<file path="src/rtl/paralelo_serial.sv">
// Parallel-to-serial transmitter. Sends SYNC_COUNT comma characters after reset so the far-end
// receiver can lock, then shifts payload bytes out MSB-first, filling idle byte slots with COM.
module paralelo_serial #(
  parameter logic [7:0]  COM        = 8'hBC,
  parameter int unsigned SYNC_COUNT = 4
) (
  input  logic       clk_32f,
  input  logic       reset,
  input  logic [7:0] data_in,
  input  logic       valid_in,
  output logic       ready,
  output logic       data_out,
  output logic       active
);

  typedef enum logic [0:0] {
    StSync,
    StRun
  } state_e;

  // Value sync_cnt_q holds when the last comma of the sync burst is being loaded.
  localparam logic [3:0] SyncLast = 4'(SYNC_COUNT - 1);

  state_e     state_q, state_d;
  logic [7:0] sh_q, sh_d;
  logic [2:0] bit_cnt_q, bit_cnt_d;
  logic [3:0] sync_cnt_q, sync_cnt_d;
  logic       active_q, active_d;
  logic       load_edge;

  // A byte boundary: the next edge loads a fresh byte instead of shifting.
  assign load_edge = (bit_cnt_q == 3'd7);

  // Next-state logic for the shifter, bit counter, sync counter and the 2-state FSM.
  always_comb begin
    state_d    = state_q;
    sh_d       = {sh_q[6:0], 1'b0};
    bit_cnt_d  = bit_cnt_q + 3'd1;
    sync_cnt_d = sync_cnt_q;
    active_d   = active_q;

    if (load_edge) begin
      unique case (state_q)
        StSync: begin
          sh_d       = COM;
          sync_cnt_d = sync_cnt_q + 4'd1;
          if (sync_cnt_q == SyncLast) begin
            state_d = StRun;
          end
        end
        StRun: begin
          // Nothing is queued: without valid_in the slot is filled with a comma.
          sh_d     = valid_in ? data_in : COM;
          active_d = 1'b1;
        end
        default: begin
          state_d = StSync;
        end
      endcase
    end
  end

  // State registers; reset restarts the whole sync sequence and drops any partial byte.
  always_ff @(posedge clk_32f or negedge reset) begin
    if (!reset) begin
      state_q    <= StSync;
      sh_q       <= 8'h00;
      bit_cnt_q  <= 3'd7;
      sync_cnt_q <= 4'd0;
      active_q   <= 1'b0;
    end else begin
      state_q    <= state_d;
      sh_q       <= sh_d;
      bit_cnt_q  <= bit_cnt_d;
      sync_cnt_q <= sync_cnt_d;
      active_q   <= active_d;
    end
  end

  // Outputs come straight from registers; ready never depends on inputs.
  always_comb begin
    ready    = (state_q == StRun) && load_edge;
    data_out = sh_q[7];
    active   = active_q;
  end

endmodule

</file>
<file path="config.mk">
export PLATFORM = sky130hd
export DESIGN_NAME = paralelo_serial
export DESIGN_NICKNAME = d
export VERILOG_FILES = /design/src/rtl/paralelo_serial.sv
export SDC_FILE = /design/constraint.sdc
export NUM_CORES = 1
export LEC_CHECK = 0
export CORE_MARGIN = 3
export CORE_UTILIZATION = 42
export DETAILED_ROUTE_END_ITERATION = 12
export PLACE_DENSITY = 0.73
export SYNTH_ARGS = -nofsm -noshare
export SYNTH_HDL_FRONTEND = slang
export SYNTH_SLANG_ARGS = --single-unit
</file>
<file path="constraint.sdc">
create_clock -name clk_32f -period 1.5 [get_ports clk_32f]
set_input_delay 0.45 -clock clk_32f [delete_from_list [all_inputs] [get_ports clk_32f]]
set_output_delay 0.45 -clock clk_32f [all_outputs]
set_load 0.05 [all_outputs]
</file>
==> results of run 1 <==
## power groups by stage
stage | Clock, mW | Sequential (mW) | Combinational, mW
detailed placement | 0 | 0.480 | 0.0628
global route | 0.271 | 0.472 | 0.0690
finish | 0.237 | 0.471 | 0.0624
global placement | 0 | 0.479 | 0.0610
floorplan | 0 | 0.483 | 0.0121
CTS | 0.248 | 0.471 | 0.0632
## sequential cells by signal, summed over array words and instances (netlist names)
register and cells:
sync_cnt_q 4, bit_cnt_q 3, state_q 1, sh_q 8
active 1
## final cells by class
| type | count | share of cell area [%] |
|---|---|---|
| clock buffers | 4 | 2.76 |
| inverters | 3 | 1.18 |
| multi-input cells | 36 | 26.4 |
| repair buffers | 20 | 22.7 |
| flip-flops and latches | 17 | 45.0 |
| well taps | 15 | 1.97 |
## placed cells by master, fill, tap and decap left out
| cell type | instances |
|---|---|
| buf_4 | 6 |
| ha_4 | 2 |
| buf_6 | 1 |
| nor2_1 | 12 |
| and2_4 | 1 |
| xor2_1 | 1 |
| inv_1 | 3 |
| and2b_4 | 1 |
| dfstp_2 | 3 |
| nand2_1 | 5 |
| o22ai_1 | 1 |
| mux2_4 | 1 |
| a31o_2 | 1 |
| clkdlybuf4s50_1 | 10 |
| xnor2_1 | 2 |
| nand4_1 | 1 |
| ha_1 | 1 |
| buf_12 | 3 |
| clkbuf_1 | 1 |
| o22ai_2 | 1 |
| a21oi_1 | 5 |
| dfrtp_1 | 14 |
| or2_1 | 1 |
| clkbuf_4 | 3 |
## cell usage after synthesis (all sizes together)
| cell | count | share of area [%] |
|---|---|---|
| dfrtp | 14 | 52 |
| xnor2 | 2 | 2.6 |
| mux2 | 1 | 2.2 |
| a21oi | 5 | 3.7 |
| o22ai | 2 | 1.9 |
| dfstp | 3 | 12 |
| nand4 | 1 | 0.93 |
| xor2 | 1 | 1.3 |
| and2 | 1 | 0.93 |
| or2 | 1 | 0.93 |
| ha | 3 | 5.6 |
| nand2 | 5 | 2.8 |
| and2b | 1 | 1.5 |
| nor2 | 12 | 6.7 |
| inv | 3 | 1.7 |
| buf | 2 | 2.4 |
| a31o | 1 | 1.3 |
## routing by layer
metal / vias to the layer above / global-route usage (%) / part of all wire [%]
met4: 0 / 8.52 / 1.1
met1: 208 / 13.8 / 44
met5: - / 0 / 0
met3: 2 / 3.52 / 5.7
met2: 12 / 24.2 / 49
li1: 230 / - / -
## what timing repair did
action | 4_1_cts | 5_1_grt
buffers inserted | 1 | 3
gates resized for setup | 0 | 2
setup endpoints to repair | 1 | 3
pin swaps | 1 | 2
## final timing paths
path / to
worst max-delay path: ready
worst min-delay path: bit_cnt_q[0]$_DFF_PN1_
min in group asynchronous: state_q$_DFFE_PN0N_
worst max register to register: sync_cnt_q[1]$_DFFE_PN0P_
worst min register to register: bit_cnt_q[0]$_DFF_PN1_
max in group asynchronous: bit_cnt_q[0]$_DFF_PN1_
## logic make-up after synthesis
logic type / after synthesis
AO/OA/AOI/OAI: 8
multiplexers: 1
flip-flops: 17
adder cells (fa/ha/maj): 3
buffers and inverters: 5
XOR/XNOR: 3
AND/OR/NAND/NOR: 21
## through the flow
step / TNS [ps] / setup WS [ps] / hold slack [ps]
final: -365 / -299 / 464
after global routing: -646 / -364 / 483
after CTS: -317 / -316 / 471
after global placement: -16.2 / -16.2 / 444
after floorplan: -59.6 / -59.6 / 154
after detailed placement: -28.7 / -28.7 / 447
==> impl_metrics.ini, run 1 <==
[power]
seqPwrFrac_pct = 61.1
switching_power_mw = 0.164
p_int_mw = 0.606
switching_share_pct = 21.2
leakagePower_nw = 0.436
power.density_nw_per_um2 = 808
power.share.clock_pct = 30.7
vdd_drop_max_mv = 0.470
power_mw = 0.770
pwr-share-comb_pct = 8.1

[setup_path]
startpoint_type = register
r2r-start = bit_cnt_q[1]$_DFF_PN1_
cp_num_cells = 4
end_kind = output port
r2r_setup_slack_ps = -70
cp_top_family = flip-flops
path_cells = ha_4, ha_4, and2_4, buf_12
r2r_cells = 6
cp.required_ps = 1050
critPathMaxStageDelay_ps = 550
arrival_ps = 1350
startpoint = bit_cnt_q[1]$_DFF_PN1_
worstPathMaxFanout = 2
path_buf_inv = 1
crit_top_cell = ha_4
crit_type = register to output port
worst_path_max_delay_cell = dfstp_2

[routing]
detail-route-antenna-nets = 0
num_vias = 452
first_pass_iters = 2
remaining_drc_errors = 0
vias_per_cell = 4.76
wirelength_um = 1120
drt_iter0_drc = 3
wire_per_inst_um = 11.8

[global_route]
grt_pass1_wl_um = 1930
grt_pass1_vias = 475
grt_usage_pct = 13.6
grt_antenna_before_repair = 0
grt_max_degree = 18
overflow = 0

[floorplan]
coreArea_um2 = 1400
die_y_um = 46.1
start_util_pct = 48.2
placementRows = 13
fp.dieArea_um2 = 2120
ios = 14
die_x_um = 46.1

[sta]
worstMarginPinSlew_ps = 300
final_hold_viol_count = 0
worst_slack_ps = -299
timing.final.crit_period_ps = 1800
skew_ps = 6.69
drv_slew = 0
setup_violations = 2
rsz0062_at_grt = yes
fmax_ghz = 0.556
relSlewSlack_pct = 79.9
fin_crit_sh_pct = 120

[synthesis]
synth-simple-area-share_pct = 13.7
yosys_warnings = 0
postSynthAreaPerCell_um2 = 11.6
seq_area_frac_synth_pct = 63.6
synth-seq-cells = 17
synth_compound_area_share_pct = 6.86
synth_top_family_by_area = simple AND/OR/NAND/NOR gates
synth_nets = 72
synthAdderAreaFrac_pct = 5.57
synthCells = 58
synth-xor-area-share_pct = 3.90
netlist_area_um2 = 674
ys_types = 18
synthMuxAreaShare_pct = 2.23

[place]
dpl-instance-area_um2 = 887
port_buffers = 13
placed_cells = 87
gp_congestion = 0.672
dp_hpwl_um = 817

[layout]
syn_to_final_growth_pct = 41.4
nFillCells = 113
final_cell_area_um2 = 953
multi_input_area_um2 = 251
nNetsFinal = 95
register_area_um2 = 429
final_util_pct = 68.2
final_cell_count_no_fill = 95
drive_gt1_share_pct = 28.7
diodes = 0

[status]
status = complete, but fails checks
violations = negative setup slack

[cts]
clk_latency_ps = 280
numClockSinks = 17
cts_htree_levels = 1
numCtsBuffers = 3
tritoncts = yes
cts_hold_buf = 0
cts_max_path_buffers = 2
clock-root-buffer = clkbuf_4
clkTransAtPathRegs_ps = 90

[job]
drv_cap = 0

[hold_path]
min_from = bit_cnt_q[0]$_DFF_PN1_
holdPathStages = 1
hold_class = register to register
Note: power is estimated with default switching activity, not from simulation.
==> run 2, diff against run 1 <==
--- a/config.mk
+++ b/config.mk
@@ -5,10 +5,10 @@
 export SDC_FILE = /design/constraint.sdc
 export NUM_CORES = 1
 export LEC_CHECK = 0
-export CORE_MARGIN = 3
 export CORE_UTILIZATION = 42
 export DETAILED_ROUTE_END_ITERATION = 12
 export PLACE_DENSITY = 0.73
+export RECOVER_POWER = 100
 export SYNTH_ARGS = -nofsm -noshare
 export SYNTH_HDL_FRONTEND = slang
 export SYNTH_SLANG_ARGS = --single-unit
==> run 2 against run 1 <==
Effect of this change:
- the run still ends with negative setup slack left
- via count is 2.7% higher
- first-iteration DRC count is 130% higher
- combinational power decreased by 5.9%
- final cell count unchanged
- core utilization decreased by 5.6 points
- sequential share of layout area increased by 0.54 points
- wire length is 3.8% lower
- non-clock buffer count down 1
- clock skew down 0.82 ps
- hold slack improved by 2.5 ps
- critical endpoint unchanged
- highest routed layer unchanged
==> impl_metrics.ini, run 2 (same netlist as run 1, synthesis figures left out) <==
[status]
status = complete, but fails checks
violations = negative setup slack

[cts]
cts_hold_buf = 0
numCtsBuffers = 3
tritoncts = yes
cts_max_path_buffers = 2
clock-root-buffer = clkbuf_4
cts_htree_levels = 1
clk_latency_ps = 290
numClockSinks = 17
clkTransAtPathRegs_ps = 90

[sta]
fin_crit_sh_pct = 121
worstMarginPinSlew_ps = 886
setup_violations = 3
rsz0062_at_grt = yes
final_hold_viol_count = 0
setup_tns_ps = -441
fmax_ghz = 0.550
timing.final.crit_period_ps = 1820
skew_ps = 5.87
drv_slew = 0
relSlewSlack_pct = 40.9
worst_slack_ps = -318

[layout]
final_common_cell = dfrtp_1
drive_gt1_share_pct = 26.6
top_register = sh_q
final_cell_count_no_fill = 95
largest_reg_flops = 8
layout_common_cells = dfrtp_1 (14), nor2_1 (12), clkdlybuf4s50_1 (9)
largestRegisters = sh_q (8), sync_cnt_q (4), bit_cnt_q (3)
nNetsFinal = 94
syn_to_final_growth_pct = 39.7
register_area_um2 = 429
nFillCells = 115
diodes = 0
multi_input_area_um2 = 245
final_cell_area_um2 = 942

[floorplan]
ios = 14
die_x_um = 42.1
die_y_um = 42.1
placementRows = 14
coreArea_um2 = 1510
fp.dieArea_um2 = 1770
start_util_pct = 44.8

[global_route]
grt_antenna_before_repair = 0
grt_max_degree = 18
grt_pass1_vias = 427
grt_pass1_wl_um = 1860
grt_usage_pct = 14.1
overflow = 0

[power]
power.density_nw_per_um2 = 818
vdd_drop_max_mv = 0.568
power_mw = 0.771
leakagePower_nw = 0.429

[place]
gp_congestion = 0.683
placed_cells = 87
dp_hpwl_um = 726
port_buffers = 13
dpl-instance-area_um2 = 881

[setup_path]
startpoint_type = register
crit_top_cell = ha_4
path_cells = ha_4, ha_4, and2_4, buf_12
worst_path_max_delay_cell = dfstp_2
cp.required_ps = 1050
critPathMaxStageDelay_ps = 560
arrival_ps = 1370
worstPathMaxFanout = 2
crit_type = register to output port
end_kind = output port

[routing]
highest_layer = met4
wl_met1_um = 482
drt_iter0_drc = 7
remaining_drc_errors = 0
wl_met3_um = 39
num_vias = 464
vias_per_cell = 4.88
first_pass_iters = 5
route.met2.wl_um = 530
detail-route-antenna-nets = 0
wirelength_um = 1080
wire_per_inst_um = 11.3

[hold_path]
hold_class = register to register

[job]
drv_cap = 0
run 2: where the power goes:
part	switching [mW]	total, mW	leakage [nW]	internal (mW)
combinational	0.0255	0.0587	0.218	0.0332
sequential	0.00332	0.471	0.194	0.468
clock	0.142	0.241	0.0177	0.0990
run 2: final timing paths:
| path | slack [ps] | end | startpoint | cells after the start |
|---|---|---|---|---|
| max reg2reg | -80 | sync_cnt_q[1]$_DFFE_PN0P_ | bit_cnt_q[1]$_DFF_PN1_ | 6 |
| min in group asynchronous | 780 | sh_q[7]$_DFF_PN0_ | reset | 2 |
| max | -320 | ready | bit_cnt_q[1]$_DFF_PN1_ | 4 |
| max in group asynchronous | 170 | sync_cnt_q[3]$_DFFE_PN0P_ | reset | 2 |
| min reg2reg | 470 | bit_cnt_q[0]$_DFF_PN1_ | bit_cnt_q[0]$_DFF_PN1_ | 1 |
| min | 470 | bit_cnt_q[0]$_DFF_PN1_ | bit_cnt_q[0]$_DFF_PN1_ | 1 |
run 2: final cells by class:
class                   instances  area share, %
repair buffers                 19           22.2
clock inverters                 1          0.531
multi-input cells              36           26.0
inverters                       3           1.20
clock buffers                   3           2.39
flip-flops and latches         17           45.6
well taps                      16           2.12
run 2: worst max-delay path, delay by kind of cell (launching register included):
| family | cells | cell delay (ps) |
|---|---|---|
| fa+ha+maj | 2 | 260 |
| buf+inv | 1 | 130 |
| flops | 1 | 560 |
| simple gates | 1 | 140 |
run 2: timing repair:
item                                   in CTS  in global routing
pin swaps                                   2                  1
endpoints found under the hold margin       0                  0
setup endpoints to repair                   1                  3
setup buffers                               1                  3
resized for setup                           0                  2
run 2: stage by stage:
stage | setup WS (ps) | hold slack (ps) | util [%]
floorplan | -59.6 | 154 | -
finish | -318 | 466 | 62.5
global route | -373 | 487 | 62.5
detailed placement | -38.7 | 448 | 58.5
CTS | -343 | 476 | 60.8
global placement | -16.4 | 445 | 58.5
run 2: per-layer routing:
metal	track usage, %	vias up
li1	-	232
met1	18.7	217
met2	20.6	11
met3	4.74	4
met4	7.50	0
met5	0	-
==> run 3, diff against run 2 <==
--- a/config.mk
+++ b/config.mk
@@ -9,6 +9,7 @@
 export DETAILED_ROUTE_END_ITERATION = 12
 export PLACE_DENSITY = 0.73
 export RECOVER_POWER = 100
+export SETUP_SLACK_MARGIN = 0.02
 export SYNTH_ARGS = -nofsm -noshare
 export SYNTH_HDL_FRONTEND = slang
 export SYNTH_SLANG_ARGS = --single-unit
==> run 3 against run 2 <==
Effect of this change:
- the run still ends with negative setup slack left
- maximum frequency down 0.12%
- combinational power rose by 0.7%
- first-iteration DRC count rose by 14%
- largest power group unchanged
- core utilization up 0.25 points
- clock power about the same
- largest cell class unchanged
- clock skew decreased by 2.1 ps
- sequential power barely moved
- via count did not move
- final cell count stayed put
- register-to-register slack about the same
- sequential share of layout area fell by 0.18 points
- hold slack hardly changed
==> impl_metrics.ini, run 3 (same netlist as run 1, synthesis figures left out) <==
[status]
status = complete, but fails checks
violations = negative setup slack

[global_route]
grt_usage_pct = 14.1
grt_pass1_wl_um = 1860
overflow = 0
grt_antenna_before_repair = 0
grt_pass1_vias = 427
grt_max_degree = 18

[setup_path]
cp.required_ps = 1050
startpoint = bit_cnt_q[1]$_DFF_PN1_
r2r_cells = 6
crit_type = register to output port
worstPathMaxFanout = 2
r2r_end = sync_cnt_q[1]$_DFFE_PN0P_
startpoint_type = register
r2r-start = bit_cnt_q[1]$_DFF_PN1_
cp-endpoint = ready
arrival_ps = 1370
r2r_setup_slack_ps = -90
end_kind = output port

[layout]
final_util_pct = 62.8
layout_common_cells = dfrtp_1 (14), nor2_1 (12), clkdlybuf4s50_1 (9)
final_cell_count_no_fill = 95
top_register = sh_q
largest_reg_flops = 8
diodes = 0
nFillCells = 112
multi_input_area_um2 = 245
nNetsFinal = 94
final_common_cell = dfrtp_1
register_area_um2 = 429
syn_to_final_growth_pct = 40.3
largestRegisters = sh_q (8), sync_cnt_q (4), bit_cnt_q (3)
drive_gt1_share_pct = 26.6

[routing]
remaining_drc_errors = 0
wire_per_inst_um = 11.3
vias_per_cell = 4.88
detail-route-antenna-nets = 0
wirelength_um = 1080
drt_iter0_drc = 8
num_vias = 464
first_pass_iters = 5

[floorplan]
placementRows = 14
ios = 14
die_y_um = 42.1
fp.dieArea_um2 = 1770
die_x_um = 42.1
coreArea_um2 = 1510
start_util_pct = 44.8

[power]
power_mw = 0.771
switching_power_mw = 0.171
p_int_mw = 0.600
pwr-share-comb_pct = 7.7
seqPwrFrac_pct = 61.1
power.density_nw_per_um2 = 816
power.share.clock_pct = 31.3
switching_share_pct = 22.2
vdd_drop_max_mv = 0.567
leakagePower_nw = 0.430

[place]
port_buffers = 13
gp_congestion = 0.683
placed_cells = 87
pre_cts_ws_ps = -38.7
dp_hpwl_um = 726

[sta]
setup_tns_ps = -450
drv_slew = 0
fin_crit_sh_pct = 121
worst_slack_ps = -320
timing.final.crit_period_ps = 1820
rsz0062_at_grt = yes
skew_ps = 3.75
worstMarginPinSlew_ps = 887
relSlewSlack_pct = 40.9
fmax_ghz = 0.549
setup_violations = 3
final_hold_viol_count = 0

[cts]
cts_hold_buf = 0
tritoncts = yes
clock-root-buffer = clkbuf_4
numClockSinks = 17
numCtsBuffers = 3
clkTransAtPathRegs_ps = 90
cts_htree_levels = 1
cts_max_path_buffers = 2
clk_latency_ps = 290

[hold_path]
holdPathStages = 1
hold_class = register to register

[job]
drv_cap = 0
run 3: cell count changes in the layout (fill, tap and decap cells not counted):
cell   change
buf_6      -1
buf_8      +1
run 3: worst min path at each step:
stage                                start                      to  slack (ps)
global placement    bit_cnt_q[0]$_DFF_PN1_  bit_cnt_q[0]$_DFF_PN1_         440
detailed placement  bit_cnt_q[0]$_DFF_PN1_  bit_cnt_q[0]$_DFF_PN1_         450
floorplan                            reset      active$_DFFE_PN0P_         150
global route        bit_cnt_q[0]$_DFF_PN1_  bit_cnt_q[0]$_DFF_PN1_         490
CTS                                  reset       sh_q[7]$_DFF_PN0_         480
finish              bit_cnt_q[0]$_DFF_PN1_  bit_cnt_q[0]$_DFF_PN1_         470
run 3: final cells by class:
type                            instances  share of cell area [%]
Clock buffer                            3                    2.38
Clock inverter                          1                   0.529
Inverter                                3                    1.19
Multi-Input combinational cell         36                    25.9
Sequential cell                        17                    45.4
Tap cell                               16                    2.12
Timing Repair Buffer                   19                    22.5
run 3: routing by layer:
layer | share of wire [%] | up-vias | global-route usage, %
met3 | 3.6 | 4 | 4.74
met1 | 44 | 217 | 18.7
met2 | 50 | 11 | 20.6
li1 | - | 232 | -
met5 | 0 | - | 0
met4 | 2.2 | 0 | 7.50
run 3: through the flow:
stage               cell area (µm²)  hold WS, ps
floorplan                       702          154
global placement                881          445
detailed placement              881          448
CTS                             916          476
global route                    946          487
finish                          946          467
run 3: what timing repair did:
item | CTS | global route
setup buffers | 1 | 3
gates resized for setup | 0 | 3
setup endpoints to repair | 1 | 4
pin swaps | 2 | 1
run 3: power by group through the flow:
| stage | combinational, mW | clock, mW | sequential, mW |
|---|---|---|---|
| 3_3_place_gp | 0.0611 | 0 | 0.480 |
| 2_1_floorplan | 0.0121 | 0 | 0.483 |
| 4_1_cts | 0.0617 | 0.252 | 0.471 |
| 3_5_place_dp | 0.0615 | 0 | 0.480 |
| 5_1_grt | 0.0652 | 0.269 | 0.472 |
| 6_report | 0.0591 | 0.241 | 0.471 |
run 3: worst max-delay path, stage by stage (launching register included):
cell	delay, ps
dfstp_2	560
ha_4	140
ha_4	120
and2_4	140
buf_12	130
